[src/rtl/ctrl_decode_pipe_if.sv]
// Instruction-in / control-beat-out bundle between fetch and the decode pipe.
// master drives instructions and takes beats; slave is the decoder.
interface ctrl_decode_pipe_if #(
  parameter int IW   = 9,
  parameter int IMMW = 16
);
  logic            in_valid;
  logic            in_ready;
  logic [IW-1:0]   instruction;
  logic            out_valid;
  logic            out_ready;
  logic            branchFlag;
  logic            memToRegFlag;
  logic            memWriteFlag;
  logic            regWriteFlag;
  logic            immtoRegFlag;
  logic [3:0]      ALUOp;
  logic [IMMW-1:0] imm;
  logic            illegal;
  logic            put_overflow;

  modport master (
    output in_valid, instruction, out_ready,
    input  in_ready, out_valid, branchFlag, memToRegFlag, memWriteFlag,
           regWriteFlag, immtoRegFlag, ALUOp, imm, illegal, put_overflow
  );

  modport slave (
    input  in_valid, instruction, out_ready,
    output in_ready, out_valid, branchFlag, memToRegFlag, memWriteFlag,
           regWriteFlag, immtoRegFlag, ALUOp, imm, illegal, put_overflow
  );
endinterface

[src/rtl/ctrl_decode_pipe.sv]
// Control decoder: put words build a wide immediate, run words emit a registered beat.
// Beat appears 1 cycle after a run word; in_ready drops while a beat is stalled.
module ctrl_decode_pipe #(
  parameter int IW   = 9,
  parameter int OPW  = 4,
  parameter int IMMW = 16
) (
  input logic                clk,
  input logic                rst_n,
  ctrl_decode_pipe_if.slave  bus
);
  localparam int VW   = IW - 1;
  localparam int PUTS = IMMW / VW;
  localparam int CW   = $clog2(PUTS + 1);

  typedef enum logic [1:0] {IDLE, COLLECT, FULL} state_t;

  state_t          state_q, state_d;
  logic [CW-1:0]   cnt_q, cnt_d;
  logic [IMMW-1:0] acc_q, acc_d;
  logic            out_valid_q, out_valid_d;
  logic            branch_q, branch_d;
  logic            mem_to_reg_q, mem_to_reg_d;
  logic            mem_write_q, mem_write_d;
  logic            reg_write_q, reg_write_d;
  logic            imm_to_reg_q, imm_to_reg_d;
  logic [3:0]      alu_op_q, alu_op_d;
  logic [IMMW-1:0] imm_q, imm_d;
  logic            illegal_q, illegal_d;
  logic            put_overflow_q, put_overflow_d;

  logic               in_ready;
  logic               fire;
  logic [OPW-1:0]     opcode;
  logic [IMMW+VW-1:0] shifted;

  assign in_ready = rst_n & (~out_valid_q | bus.out_ready);
  assign fire     = bus.in_valid & in_ready;
  assign opcode   = bus.instruction[OPW:1];
  // Oldest chunk falls off the top once the immediate is full.
  assign shifted  = {acc_q, bus.instruction[IW-1:1]};

  always_comb begin
    state_d        = state_q;
    cnt_d          = cnt_q;
    acc_d          = acc_q;
    out_valid_d    = out_valid_q;
    branch_d       = branch_q;
    mem_to_reg_d   = mem_to_reg_q;
    mem_write_d    = mem_write_q;
    reg_write_d    = reg_write_q;
    imm_to_reg_d   = imm_to_reg_q;
    alu_op_d       = alu_op_q;
    imm_d          = imm_q;
    illegal_d      = illegal_q;
    put_overflow_d = 1'b0;

    if (out_valid_q && bus.out_ready) out_valid_d = 1'b0;

    if (fire && bus.instruction[0]) begin
      acc_d = shifted[IMMW-1:0];
      if (state_q == FULL) begin
        put_overflow_d = 1'b1;
      end else begin
        cnt_d = cnt_q + CW'(1);
      end
      state_d = (cnt_d == CW'(PUTS)) ? FULL : COLLECT;
    end else if (fire) begin
      state_d      = IDLE;
      cnt_d        = '0;
      acc_d        = '0;
      imm_d        = acc_q;
      out_valid_d  = 1'b1;
      branch_d     = 1'b0;
      mem_to_reg_d = 1'b0;
      mem_write_d  = 1'b0;
      reg_write_d  = 1'b1;
      imm_to_reg_d = 1'b0;
      alu_op_d     = 4'b1111;
      illegal_d    = 1'b0;
      case (opcode)
        OPW'(0):  imm_to_reg_d = 1'b1;
        OPW'(1):  mem_to_reg_d = 1'b1;
        OPW'(2):  begin mem_write_d = 1'b1; reg_write_d = 1'b0; end
        OPW'(3):  alu_op_d = 4'b0101;
        OPW'(4):  alu_op_d = 4'b0110;
        OPW'(5):  alu_op_d = 4'b0001;
        OPW'(6):  alu_op_d = 4'b0010;
        OPW'(7):  alu_op_d = 4'b0000;
        OPW'(8):  begin branch_d = 1'b1; reg_write_d = 1'b0; end
        OPW'(9):  begin alu_op_d = 4'b1001; reg_write_d = 1'b0; end
        OPW'(10): begin alu_op_d = 4'b0111; reg_write_d = 1'b0; end
        OPW'(11): begin alu_op_d = 4'b1000; reg_write_d = 1'b0; end
        OPW'(12): alu_op_d = 4'b0011;
        OPW'(13): alu_op_d = 4'b0100;
        default:  begin illegal_d = 1'b1; reg_write_d = 1'b0; end
      endcase
    end
  end

  always_ff @(posedge clk) begin
    if (!rst_n) begin
      state_q        <= IDLE;
      cnt_q          <= '0;
      acc_q          <= '0;
      out_valid_q    <= 1'b0;
      branch_q       <= 1'b0;
      mem_to_reg_q   <= 1'b0;
      mem_write_q    <= 1'b0;
      reg_write_q    <= 1'b0;
      imm_to_reg_q   <= 1'b0;
      alu_op_q       <= 4'b1111;
      imm_q          <= '0;
      illegal_q      <= 1'b0;
      put_overflow_q <= 1'b0;
    end else begin
      state_q        <= state_d;
      cnt_q          <= cnt_d;
      acc_q          <= acc_d;
      out_valid_q    <= out_valid_d;
      branch_q       <= branch_d;
      mem_to_reg_q   <= mem_to_reg_d;
      mem_write_q    <= mem_write_d;
      reg_write_q    <= reg_write_d;
      imm_to_reg_q   <= imm_to_reg_d;
      alu_op_q       <= alu_op_d;
      imm_q          <= imm_d;
      illegal_q      <= illegal_d;
      put_overflow_q <= put_overflow_d;
    end
  end

  assign bus.in_ready     = in_ready;
  assign bus.out_valid    = out_valid_q;
  assign bus.branchFlag   = branch_q;
  assign bus.memToRegFlag = mem_to_reg_q;
  assign bus.memWriteFlag = mem_write_q;
  assign bus.regWriteFlag = reg_write_q;
  assign bus.immtoRegFlag = imm_to_reg_q;
  assign bus.ALUOp        = alu_op_q;
  assign bus.imm          = imm_q;
  assign bus.illegal      = illegal_q;
  assign bus.put_overflow = put_overflow_q;
endmodule

[src/flat_wrapper.sv]
// flat-port wrapper written by rule: the top's interface ports become plain ports
module ctrl_decode_pipe_flat 
#(
  parameter int IW   = 9,
  parameter int OPW  = 4,
  parameter int IMMW = 16
)
  (clk, rst_n, bus_in_valid, bus_instruction, bus_out_ready, bus_in_ready, bus_out_valid, bus_branchFlag, bus_memToRegFlag, bus_memWriteFlag, bus_regWriteFlag, bus_immtoRegFlag, bus_ALUOp, bus_imm, bus_illegal, bus_put_overflow);
  ctrl_decode_pipe_if #(.IW(IW), .IMMW(IMMW)) bus_i ();
  input logic clk;
  input logic rst_n;
  input wire logic [$bits(bus_i.in_valid)-1:0] bus_in_valid;
  input wire logic [$bits(bus_i.instruction)-1:0] bus_instruction;
  input wire logic [$bits(bus_i.out_ready)-1:0] bus_out_ready;
  output wire logic [$bits(bus_i.in_ready)-1:0] bus_in_ready;
  output wire logic [$bits(bus_i.out_valid)-1:0] bus_out_valid;
  output wire logic [$bits(bus_i.branchFlag)-1:0] bus_branchFlag;
  output wire logic [$bits(bus_i.memToRegFlag)-1:0] bus_memToRegFlag;
  output wire logic [$bits(bus_i.memWriteFlag)-1:0] bus_memWriteFlag;
  output wire logic [$bits(bus_i.regWriteFlag)-1:0] bus_regWriteFlag;
  output wire logic [$bits(bus_i.immtoRegFlag)-1:0] bus_immtoRegFlag;
  output wire logic [$bits(bus_i.ALUOp)-1:0] bus_ALUOp;
  output wire logic [$bits(bus_i.imm)-1:0] bus_imm;
  output wire logic [$bits(bus_i.illegal)-1:0] bus_illegal;
  output wire logic [$bits(bus_i.put_overflow)-1:0] bus_put_overflow;
  assign bus_i.in_valid = bus_in_valid;
  assign bus_i.instruction = bus_instruction;
  assign bus_i.out_ready = bus_out_ready;
  assign bus_in_ready = bus_i.in_ready;
  assign bus_out_valid = bus_i.out_valid;
  assign bus_branchFlag = bus_i.branchFlag;
  assign bus_memToRegFlag = bus_i.memToRegFlag;
  assign bus_memWriteFlag = bus_i.memWriteFlag;
  assign bus_regWriteFlag = bus_i.regWriteFlag;
  assign bus_immtoRegFlag = bus_i.immtoRegFlag;
  assign bus_ALUOp = bus_i.ALUOp;
  assign bus_imm = bus_i.imm;
  assign bus_illegal = bus_i.illegal;
  assign bus_put_overflow = bus_i.put_overflow;
  ctrl_decode_pipe #(.IW(IW), .OPW(OPW), .IMMW(IMMW)) u_core (.clk(clk), .rst_n(rst_n), .bus(bus_i));
endmodule
[config.mk]
export PLATFORM = sky130hd
export DESIGN_NAME = ctrl_decode_pipe_flat
export DESIGN_NICKNAME = d
export VERILOG_FILES = /design/src/rtl/ctrl_decode_pipe_if.sv /design/src/rtl/ctrl_decode_pipe.sv /design/src/flat_wrapper.sv
export SDC_FILE = /design/constraint.sdc
export NUM_CORES = 1
export LEC_CHECK = 0
export CAP_MARGIN = 5
export CORE_MARGIN = 5
export CORE_UTILIZATION = 53
export CTS_CLUSTER_SIZE = 28
export DETAILED_ROUTE_END_ITERATION = 16
export GPL_TIMING_DRIVEN = 0
export PLACE_DENSITY = 0.83
export SLEW_MARGIN = 20
export SYNTH_ARGS = -nofsm -noshare
export SYNTH_HDL_FRONTEND = slang
export SYNTH_SLANG_ARGS = --single-unit
export TNS_END_PERCENT = 5
[constraint.sdc]
create_clock -name clk -period 3 [get_ports clk]
set_clock_uncertainty 0.05 [all_clocks]
set_input_delay 0.3 -clock clk [delete_from_list [all_inputs] [get_ports clk]]
set_output_delay 0.3 -clock clk [all_outputs]
set_load 0.02 [all_outputs]
Word-level counts from Yosys, hierarchy flattened:

Index checks and enable logic that the tools add are counted.

* register bits: 48
* output and inout port bits: 29
* logic and storage cells: 61

* add/subtract/negate cells: 1
* equal/unequal tests: 15
* mux-type cells: 19
* bitwise operators: 5
* reduce and logical (&&, ||, !) cells: 8

Operators with widths (number)
* case mux 4 bit (10 select lines): 1
* two-way mux 16 bit: 2
* == test 4 bit (second input constant): 6
* == test 4 x 3 -> 1 bit (second input constant): 4
* OR reduction 14 bit: 1
* two-way mux 2 bit: 6
* two-way mux 1 bit: 10
* OR reduction 9 bit: 1
* == test 4 x 2 -> 1 bit (second input constant): 2
* == test 2 bit (second input constant): 2
* == test 4 x 1 -> 1 bit (second input constant): 1
* logical NOT 4 bit: 1
* AND reduction 2 bit: 2
* adder 2 x 1 -> 2 bit (second input constant): 1
* bitwise AND 1 bit: 2
* logical AND 1 bit: 2
* inverter 1 bit: 2
* nonzero test 2 bit: 1
* bitwise OR 1 bit: 1

Logic depth before layout (Yosys ltp):

* depth in word-level cells: 9
* gate-level depth with buffers: 6

Least setup slack after synthesis:

No wires, ideal clock.

* path kind: register to register
* from: reg u_core.out_valid_q (netlist: u_core.bus.out_valid)
* to: reg u_core.branch_q (netlist: u_core.bus.branchFlag)
* setup time: 0.070 ns
* arrival: 1.606 ns
* path slack: 1.274 ns
* stages on the path, launching flop included: 6
* buffers on the path: 1
* path through: dfxtp_1 -> nor2b_1 -> or3_1 -> clkbuf_1 -> or4_1 -> a21oi_1

* word-level cells in the longest chain between the ends: 7

RTL lines
* from (decl): RTL line ctrl_decode_pipe.sv:21 `logic out_valid_q, out_valid_d;`
* from (signal assigned): RTL line ctrl_decode_pipe.sv:120 `out_valid_q <= out_valid_d;`
* inverter 1 bit *: RTL line ctrl_decode_pipe.sv:37 `assign in_ready = rst_n & (~out_valid_q | bus.out_ready);`
* bitwise OR 1 bit *: RTL line ctrl_decode_pipe.sv:37
* bitwise AND 1 bit *: RTL line ctrl_decode_pipe.sv:37
* bitwise AND 1 bit *: RTL line ctrl_decode_pipe.sv:38 `assign fire = bus.in_valid & in_ready;`
* logical AND 1 bit: RTL line ctrl_decode_pipe.sv:60 `if (fire && bus.instruction[0]) begin`
* inverter 1 bit (no line)
* AND reduction 2 bit (no line) *
* to (signal assigned): RTL line ctrl_decode_pipe.sv:121 `branch_q <= branch_d;`
* to (decl): RTL line ctrl_decode_pipe.sv:22 `logic branch_q, branch_d;`

Mark *: on every way between the ends. The rest lies on a longest branch, timed or not.
A chain may end at the register's enable or synchronous reset.

Worst setup path after layout:

* from: in rst_n
* to: out bus_in_ready

* word-level cells in the longest chain between the ends: 1

RTL lines
* from (decl): RTL line flat_wrapper.sv:11 `input logic rst_n;`
* bitwise AND 1 bit: RTL line ctrl_decode_pipe.sv:37
* to (decl): RTL line flat_wrapper.sv:15 `output wire logic [$bits(bus_i.in_ready)-1:0] bus_in_ready;`

Every way passes these cells.

==> qor.csv <==
stage,metric,value,unit
status,status,finished clean,
final_layout,P&R area growth vs syn,26.0,%
sta,"Setup violations, final",0,
setup_path,R2R cell count,5,
setup_path,worst stage delay on the critical path,0.55,ns
floorplanning,initial core utilization,55.3,%
detailed_routing,wire per inst,13.1,um
detailed_routing,Final ANT Viol Nets,0,
sta,Slew Limit Fails,0,
clock_tree,postcts setup bufs,0,
detailed_routing,Via density,5.34,
logic_synthesis,Synthesized Nets,251,
clock_tree,clk_lat worst skew,0.36,ns
logic_synthesis,average cell area after synthesis,7.88,um^2
pwr,"Power, Total",0.00106,W
final_layout,nets,296,
sta,worst slew pin tran,0.711,ns
sta,RSZ-0062 raised after global routing,false,
pwr,Max rail drop VDD,0.000325,V
setup_path,Startpoint Class,primary input,
clock_tree,# resized after CTS,0,
detailed_routing,DRC violations left,0,
setup_path,Worst EP arrival,2.12,ns
final_layout,storage element area,961,um^2
logic_synthesis,flop and latch count out of synthesis,48,
logic_synthesis,top-count cell post-synth,nand2_1,
placed_design,IO buf count,38,
grt,vias in the first global route,1555,
sta,Final period util,82.5,%
placed_design,routability congestion estimate from global placement,0.810,
grt,largest net degree at the start of global routing,15,
setup_path,Setup CP Type,primary input to output pin,
clock_tree,Max H-tree Level,2,
run,Max Cap Viol,0,
grt,initial antenna violation count,0,
final_layout,Fillers,289,
setup_path,crit path max fanout,10,
sta,minimum clock period,2.47,ns
logic_synthesis,Mapped Area,1870,um^2
grt,Congestion Overflow GR,0,
sta,Worst slew margin,52.2,%
worst_hold_path,worst min-delay path class,primary input to register,
setup_path,CP max-delay cell,clkdlybuf4s50_1,
setup_path,Worst EP required,2.65,ns
detailed_routing,Detailed Route WL,4300,um
clock_tree,CTS Root Cell,clkbuf_4,
sta,Final Hold Fails,0,
clock_tree,clk sinks,48,
floorplanning,row cnt,21,
logic_synthesis,Synth top area share,51.3,%
clock_tree,total CTS buffers,5,
setup_path,"most used cell, CP",clkdlybuf4s50_1,
detailed_routing,DR pass1 iterations,4,
logic_synthesis,Post-Syn Instances,238,
setup_path,crit end category,output pin,
detailed_routing,1st-iter DRT viols,140,
placed_design,hpwl dp,3080,um
logic_synthesis,Area contributors post-synth,"dfxtp_1 51%, a21oi_1 12%, nand2_1 11%",
floorplanning,die width,69.5,um
final_layout,Ant. Diodes,0,
clock_tree,"Reg clk slew, reported paths",0.13,ns
floorplanning,core area,3390,um^2
logic_synthesis,Syn. warnings,0,
logic_synthesis,number of enable flip-flop cells after synthesis,0,
worst_hold_path,hold path depth,2,
final_layout,layout cells sized above 1,2.83,%
final_layout,multi-input logic area,835,um^2
logic_synthesis,Post-synth top cells,"56 x nand2_1, 48 x dfxtp_1, 45 x a21oi_1",
clock_tree,CTS tree,built,
pwr,LEAKAGE,0.766,nW
floorplanning,# IOs,42,
floorplanning,Die Y,69.5,um
sta,post-route setup TNS,0,ns
sta,f_max,404,MHz
pwr,Pwr per Cell Area,448,nW/um^2
clock_tree,"Hold-fix buffers, CTS",0,
clock_tree,CTS max path bufs,2,
logic_synthesis,prevailing post-synth register cell,dfxtp_1,
grt,overall routing resource usage,17.9,%
setup_path,critical-path cell list,clkdlybuf4s50_1 > inv_2 > clkbuf_1 > nor2_1 > clkdlybuf4s50_1,
grt,first-pass GRT wire length,7110,um
floorplanning,Die ar.,4830,um^2
logic_synthesis,asr flop ratio synth,0,%
logic_synthesis,register area share after synthesis,51.3,%
detailed_routing,via count,1758,
logic_synthesis,Netlist cell types,26,
logic_synthesis,Yosys top cell by area,dfxtp_1,
-- final cells by class --
type	instances	share of cell area (%)
multi-input combinational	169	35.3
timing repair buffer	38	16.1
clock inverter	2	0.530
sequential	48	40.7
inverter	2	0.318
tap	46	2.44
buffer	19	3.02
clock buffer	5	1.59
-- layer usage --
metal | global-route usage, % | vias up | routed length (um)
li1 | - | 897 | -
met1 | 23.0 | 812 | 1960
met2 | 29.3 | 42 | 2070
met3 | 3.62 | 7 | 221
met4 | 7.16 | 0 | 46
met5 | 0 | - | 0
-- stage by stage --
stage / hold WS (ns) / std cells / worst slack (ns) / area (um^2) / util [%]
2_1_floorplan: 0.339 / 238 / 1.27 / 1870 / -
3_3_place_gp: 0.387 / 322 / 0.519 / 2310 / 68.2
3_5_place_dp: 0.393 / 322 / 0.499 / 2310 / 68.2
4_1_cts: 0.252 / 329 / 0.506 / 2360 / 69.7
5_1_grt: 0.303 / 329 / 0.386 / 2360 / 69.7
6_report: 0.253 / 329 / 0.526 / 2360 / 69.7
-- placed cells by master (no fill, tap or decap), types with 2 or more instances in the layout --
master,count
nand2b_1,4
and3_1,2
clkbuf_4,5
clkdlybuf4s50_1,38
mux2i_1,2
a31oi_1,2
o22a_1,2
nor2b_1,4
nor3_1,4
o21ai_0,5
nor2_1,8
xnor2_1,2
nand3_1,22
dfxtp_1,48
o211ai_1,2
clkbuf_1,17
nand2_1,56
a21oi_1,45
buf_1,2
nor3b_1,3
-- critical path: cells and delay by family --
family	cells	cell delay, ns
buf+inv	4	1.71
simple gates	1	0.10
-- kinds of logic (layout without fill, tap and decap cells) --
family | Yosys count | count (layout) | synth area share (%)
DFF | 48 | 48 | 51.3
xor gates and xnor gates | 2 | 2 | 0.935
muxes | 2 | 2 | 1.07
and+or+nand+nor | 108 | 108 | 26.4
buffers and inverters | 21 | 66 | 4.21
AOI/OAI and AO/OA | 57 | 57 | 16.2
-- sequential cells by signal, indices dropped and copies added, names as in the netlist --
register and cells:
u_core.acc_q 16, u_core.bus.ALUOp 4, u_core.bus.branchFlag 1, u_core.bus.illegal 1
u_core.bus.imm 16, u_core.bus.immtoRegFlag 1, u_core.bus.memToRegFlag 1, u_core.bus.memWriteFlag 1
u_core.bus.out_valid 1, u_core.bus.put_overflow 1, u_core.bus.regWriteFlag 1, u_core.cnt_q 2
u_core.state_q 2
-- report_power, final --
group	internal [W]	total (W)	switching, W
sequential	0.000648	0.000656	0.00000754
clock	0.0000858	0.000288	0.000202
combinational	0.0000436	0.000113	0.0000697
-- worst paths after layout --
path,startpoint,end,slack [ns]
hold / removal,bus_instruction[1],u_core.bus.ALUOp[1],0.25
hold reg to reg,u_core.bus.branchFlag,u_core.bus.branchFlag,0.41
setup reg to reg,u_core.bus.out_valid,u_core.bus.memWriteFlag,1.07
setup / recovery,rst_n,bus_in_ready,0.53
No activity file was read; power rests on OpenSTA's default activity.
==> RTL edit 1, RTL diff (same settings) <==
`OPW` is set to 4 in 2 places; all go to 2.
--- a/src/rtl/ctrl_decode_pipe.sv
+++ b/src/rtl/ctrl_decode_pipe.sv
@@ -3,5 +3,5 @@
 module ctrl_decode_pipe #(
   parameter int IW   = 9,
-  parameter int OPW  = 4,
+  parameter int OPW  = 2,
   parameter int IMMW = 16
 ) (
--- a/src/flat_wrapper.sv
+++ b/src/flat_wrapper.sv
@@ -3,5 +3,5 @@
 #(
   parameter int IW   = 9,
-  parameter int OPW  = 4,
+  parameter int OPW  = 2,
   parameter int IMMW = 16
 )
Function: changed (a bounded check fails within 4 cycles, from zero or initial values and one cycle with rst_n low).
==> RTL edit 1 against the original RTL <==
Setup slack better by 0.078 ns; routed wire length is 12% lower; sequential power is 11% lower; synthesized area is 13% lower; cell area is 11% lower; sequential share of layout area is 0.056 points higher; global-route usage is 1.2 points higher; total power is 8.5% lower; sequential cell count is 5 lower; hold slack better by 0.16 ns; combinational power is 14% lower; fmax is 3.2% higher; critical path depth stayed put; highest routed layer unchanged.
==> RTL edit 1: results (changes against the original RTL) <==
metric;value;unit;change
Comb group;97.5;uW;-14%
Port Buffers;37;;-2.6%
CTS max path bufs;2;;unchanged
Least-Margin Pin Slew;0.546;ns;-0.166 ns
type of the most critical hold path;flop to flop;;
RR Endpoint;u_core.bus.immtoRegFlag$_SDFFE_PN0P_;;
CTS root buf;clkbuf_4;;
most frequent cells after synthesis;nand2_1 (53), dfxtp_1 (43), a21oi_1 (38), nand3_1 (19), clkbuf_1 (7);;
met3 GRT Util;4.62;%;+0.99 points
fraction of registers with async set/reset;0;%;unchanged
warning count from the yosys run;0;;unchanged
Post-CTS Resized;0;;unchanged
M2 GR Usage;30.7;%;+1.4 points
Reg2Reg Depth;6;;+1
mean routed wirelength per cell;13.3;um;+1.6%
Detail Placement HPWL;2720;um;-12%
GRT Total Usage;19.1;%;+1.2 points
sequential power share;60.7;%;-1.3 points
clock slew at reported path FFs;0.13;ns;about the same
1st-iter DRT viols;76;;-46%
Power Internal;710;uW;-8.8%
Clock Latency Late Sink;0.36;ns;about the same
Area contributors post-synth;dfxtp_1 (53%), nand2_1 (12%), a21oi_1 (12%);;
Max VDD drop;0.000314;V;-3.1%
initial antenna violation count;0;;unchanged
r2r startpoint;u_core.bus.out_valid$_SDFF_PN0_;;
gpl congestion;0.808;;-0.25%
Setup Buffers After CTS;0;;unchanged
Post-Layout Cell Count;284;;-14%
diodes inserted;0;;unchanged
share of cells above drive strength 1;7.17;%;+4.3 points
Synth Area per Inst;8.02;um^2;+1.9%
TritonCTS Buffers;5;;unchanged
Layout Nets;263;;-11%
sequential area share after synthesis;52.6;%;+1.3 points
clock power share;29.2;%;+2.0 points
P_leak;0.721;nW;-5.9%
Largest stage delay, worst path;0.56;ns;
DR pass1 iterations;4;;unchanged
Vias/cell;5.32;;-0.50%
pre-CTS setup slack;0.624;ns;+0.125 ns
first-pass GRT wire length;6250;um;-12%
Final Critical Period;2.40;ns;-0.0777 ns
critical path arrival;2.05;ns;-0.07 ns
status;finished clean;;
vias in the first global route;1340;;-14%
dpl cell area;2060;um^2;-11%
crit-path max FO;10;;unchanged
crit path from;rst_n;;
met1 Resource Use GR;24.9;%;+2.0 points
reg2reg setup slack;1.41;ns;+0.34 ns
CP top delay family;buffers and inverters;;
synth unique cells;26;;unchanged
[RTL edit 1: worst min-delay path by stage]
stage | from | end | slack [ns] | cells after the start
2_1_floorplan | rst_n | u_core.bus.ALUOp[1]$_SDFFE_PN1P_ | 0.33 | 1
3_3_place_gp | u_core.acc_q[11]$_SDFFE_PN0P_ | u_core.acc_q[11]$_SDFFE_PN0P_ | 0.39 | 2
3_5_place_dp | u_core.acc_q[11]$_SDFFE_PN0P_ | u_core.bus.imm[11]$_SDFFE_PN0P_ | 0.40 | 2
4_1_cts | u_core.bus.memWriteFlag$_SDFFE_PN0P_ | u_core.bus.memWriteFlag$_SDFFE_PN0P_ | 0.41 | 2
5_1_grt | u_core.bus.imm[11]$_SDFFE_PN0P_ | u_core.bus.imm[11]$_SDFFE_PN0P_ | 0.43 | 2
6_report | u_core.bus.imm[7]$_SDFFE_PN0P_ | u_core.bus.imm[7]$_SDFFE_PN0P_ | 0.41 | 2
[RTL edit 1: layout make-up]
cell class / instances / area (um^2)
fill: 256 / 890
sequential: 43 / 861
multi-input combinational: 142 / 681
timing repair buffer: 37 / 370
buffer: 19 / 95.1
tap: 33 / 41.3
clock buffer: 5 / 37.5
clock inverter: 3 / 20.0
inverter: 2 / 7.51
[RTL edit 1: cell families (layout without fill, tap and decap cells)]
logic type | count (synthesis) | count (layout) | share of synthesized area, %
flip-flops | 43 | 43 | 52.6
AND/OR/NAND/NOR | 90 | 90 | 24.7
other | 2 | 4 | 0.459
AO/OA/AOI/OAI | 48 | 48 | 16.0
buffers and inverters | 21 | 66 | 6.27
[RTL edit 1: per-layer routing]
layer  share of wire (%)  routed length (um)
met1                  44                1660
met2                  50                1870
met3                 5.2                 195
met4                 1.4                  53
met5                   0                   0
==> RTL edit 2, RTL diff (same flow settings) <==
Made on the original files. Take the reset off `imm_q` and load it in a clocked block of its own.
--- a/src/rtl/ctrl_decode_pipe.sv
+++ b/src/rtl/ctrl_decode_pipe.sv
@@ -111,5 +111,4 @@
       imm_to_reg_q   <= 1'b0;
       alu_op_q       <= 4'b1111;
-      imm_q          <= '0;
       illegal_q      <= 1'b0;
       put_overflow_q <= 1'b0;
@@ -125,8 +124,11 @@
       imm_to_reg_q   <= imm_to_reg_d;
       alu_op_q       <= alu_op_d;
-      imm_q          <= imm_d;
       illegal_q      <= illegal_d;
       put_overflow_q <= put_overflow_d;
     end
+  end
+
+  always_ff @(posedge clk) begin
+    imm_q <= imm_d;
   end
 
Function: differs if rst_n is asserted again (counterexample within 4 cycles, from zero or initial values and one cycle with rst_n low); with rst_n held inactive, the same outputs for 10 cycles.
==> RTL edit 2 against the original RTL <==
Combinational power grew 5%; setup slack better by 0.45 ns; die area fell by 1.4%; cell area increased by 0.26%; register-to-register slack better by 0.29 ns; synthesized area decreased by 1.6%; sequential cell count did not move; clock power is 8.0% higher; synthesized cell count is 22% lower; total power rose by 6.2%; routed wire length down 16%; critical path depth down 1; largest cell class unchanged.
==> RTL edit 2: results (changes against the original RTL) <==
metric;value;unit;change
Port Buffers;40;;+5.3%
1st-iter DRT viols;105;;-25%
synth unique cells;37;;+42%
Post-Layout Cell Count;280;;-15%
critical path arrival;1.67;ns;-0.45 ns
gpl congestion;0.862;;+6.3%
TritonCTS Buffers;5;;unchanged
status;finished clean;;
Max VDD drop;0.000327;V;+0.61%
Post-CTS Resized;0;;unchanged
initial antenna violation count;0;;unchanged
most frequent cells after synthesis;dfxtp_1 (32), nand2_1 (28), a21oi_1 (25), nand3_1 (22), edfxtp_1 (16);;
Largest stage delay, worst path;0.60;ns;+0.05 ns
mean routed wirelength per cell;12.9;um;-1.4%
DR pass1 iterations;4;;unchanged
largest net degree at the start of global routing;21;;+6
P_leak;0.804;nW;+5.0%
crit-path max FO;6;;-4
placed cell count;272;;-16%
EDFF count, synth;16;;+16
CP top delay family;buffers and inverters;;
Layout Nets;246;;-17%
warning count from the yosys run;0;;unchanged
GRT Total Usage;17.0;%;-0.95 points
Max H-tree Level;2;;unchanged
CTS max path bufs;2;;unchanged
Detail Placement HPWL;2620;um;-15%
Syn Inst Count;186;;-22%
share of cells above drive strength 1;5.98;%;+3.2 points
slowest cell on the critical path;clkdlybuf4s50_1;;
Rel. slew slack;53.2;%;+1.0 points
Synth Net Count;199;;-21%
first-pass GRT wire length;6040;um;-15%
fraction of registers with async set/reset;0;%;unchanged
Area contributors post-synth;dfxtp_1 (35%), edfxtp_1 (26%), a21oi_1 (6.8%);;
CTS root buf;clkbuf_4;;
Vias/cell;5.32;;-0.48%
clock slew at reported path FFs;0.14;ns;
fillcell total;286;;-1.0%
type of the most critical hold path;input port to flop;;
vias in the first global route;1333;;-14%
sequential area share after synthesis;60.8;%;+9.5 points
Setup Buffers After CTS;0;;unchanged
## RTL edit 2: cell types whose count changed after synthesis, moves of 5 or more
cell      unedited run  this run
dfxtp_1             48        32
edfxtp_1             0        16
nand2_1             56        28
a21oi_1             45        25
buf_2                0         5
clkbuf_1            17         8
## RTL edit 2: per-layer routing
layer / wire length, um / GRT usage, %
met2: 1620 / 26.7
met1: 1700 / 22.2
met3: 249 / 5.83
met5: 0 / 0
met4: 48 / 4.62
## RTL edit 2: worst paths after layout
kind / from / endpoint / slack [ns] / cells past startpoint
setup / recovery: bus_out_ready / bus_in_ready / 0.98 / 4
hold / removal: rst_n / u_core.state_q[1]$_SDFFE_PN0P_ / 0.21 / 3
setup reg to reg: u_core.bus.out_valid$_SDFF_PN0_ / u_core.bus.illegal$_SDFFE_PN0P_ / 1.36 / 5
hold reg to reg: u_core.acc_q[9]$_SDFFE_PN0P_ / u_core.bus.imm[9]$_DFFE_PP_ / 0.39 / 0
## RTL edit 2: cell type report
cell class	count	area share [%]
multi-input cells	122	27.7
flip-flops and latches	48	47.3
inverters	2	0.317
clock buffers	6	2.17
plain buffers	14	2.48
repair buffers	40	16.9
clock inverters	2	0.634
well taps	46	2.43
## RTL edit 2: where the power goes
group	switching, mW	internal (mW)	leakage, nW
Combinational	0.0672	0.0517	0.351
Clock	0.197	0.114	0.0305
Sequential	0.00869	0.684	0.422
Total	0.273	0.850	0.804
## RTL edit 2: kinds of logic (layout without fill, tap and decap cells)
kind of cell / count (synthesis) / after routing / synth area share, %
xor+xnor: 1 / 1 / 0.475
buf+inv: 16 / 64 / 3.59
compound gates: 43 / 43 / 13.9
mux: 1 / 1 / 0.543
flops: 48 / 48 / 60.8
simple gates: 77 / 77 / 20.7
## RTL edit 2: metrics by stage
step,hold slack (ns),power (mW),utilization (%),cell area [um^2],setup slack (ns)
3_5_place_dp,0.365,0.826,68.5,2300,0.788
2_1_floorplan,0.358,0.775,-,1840,1.51
5_1_grt,0.228,1.18,70.4,2370,0.904
6_report,0.213,1.12,70.4,2370,0.976
4_1_cts,0.213,1.13,70.4,2370,0.974
3_3_place_gp,0.363,0.824,68.5,2300,0.814
## RTL edit 2: tightest hold or removal path, delay by kind of cell
family	cells	cell delay (ns)
AO/OA/AOI/OAI	1	0.06
AND/OR/NAND/NOR	1	0.08
buffers and inverters	1	0.15
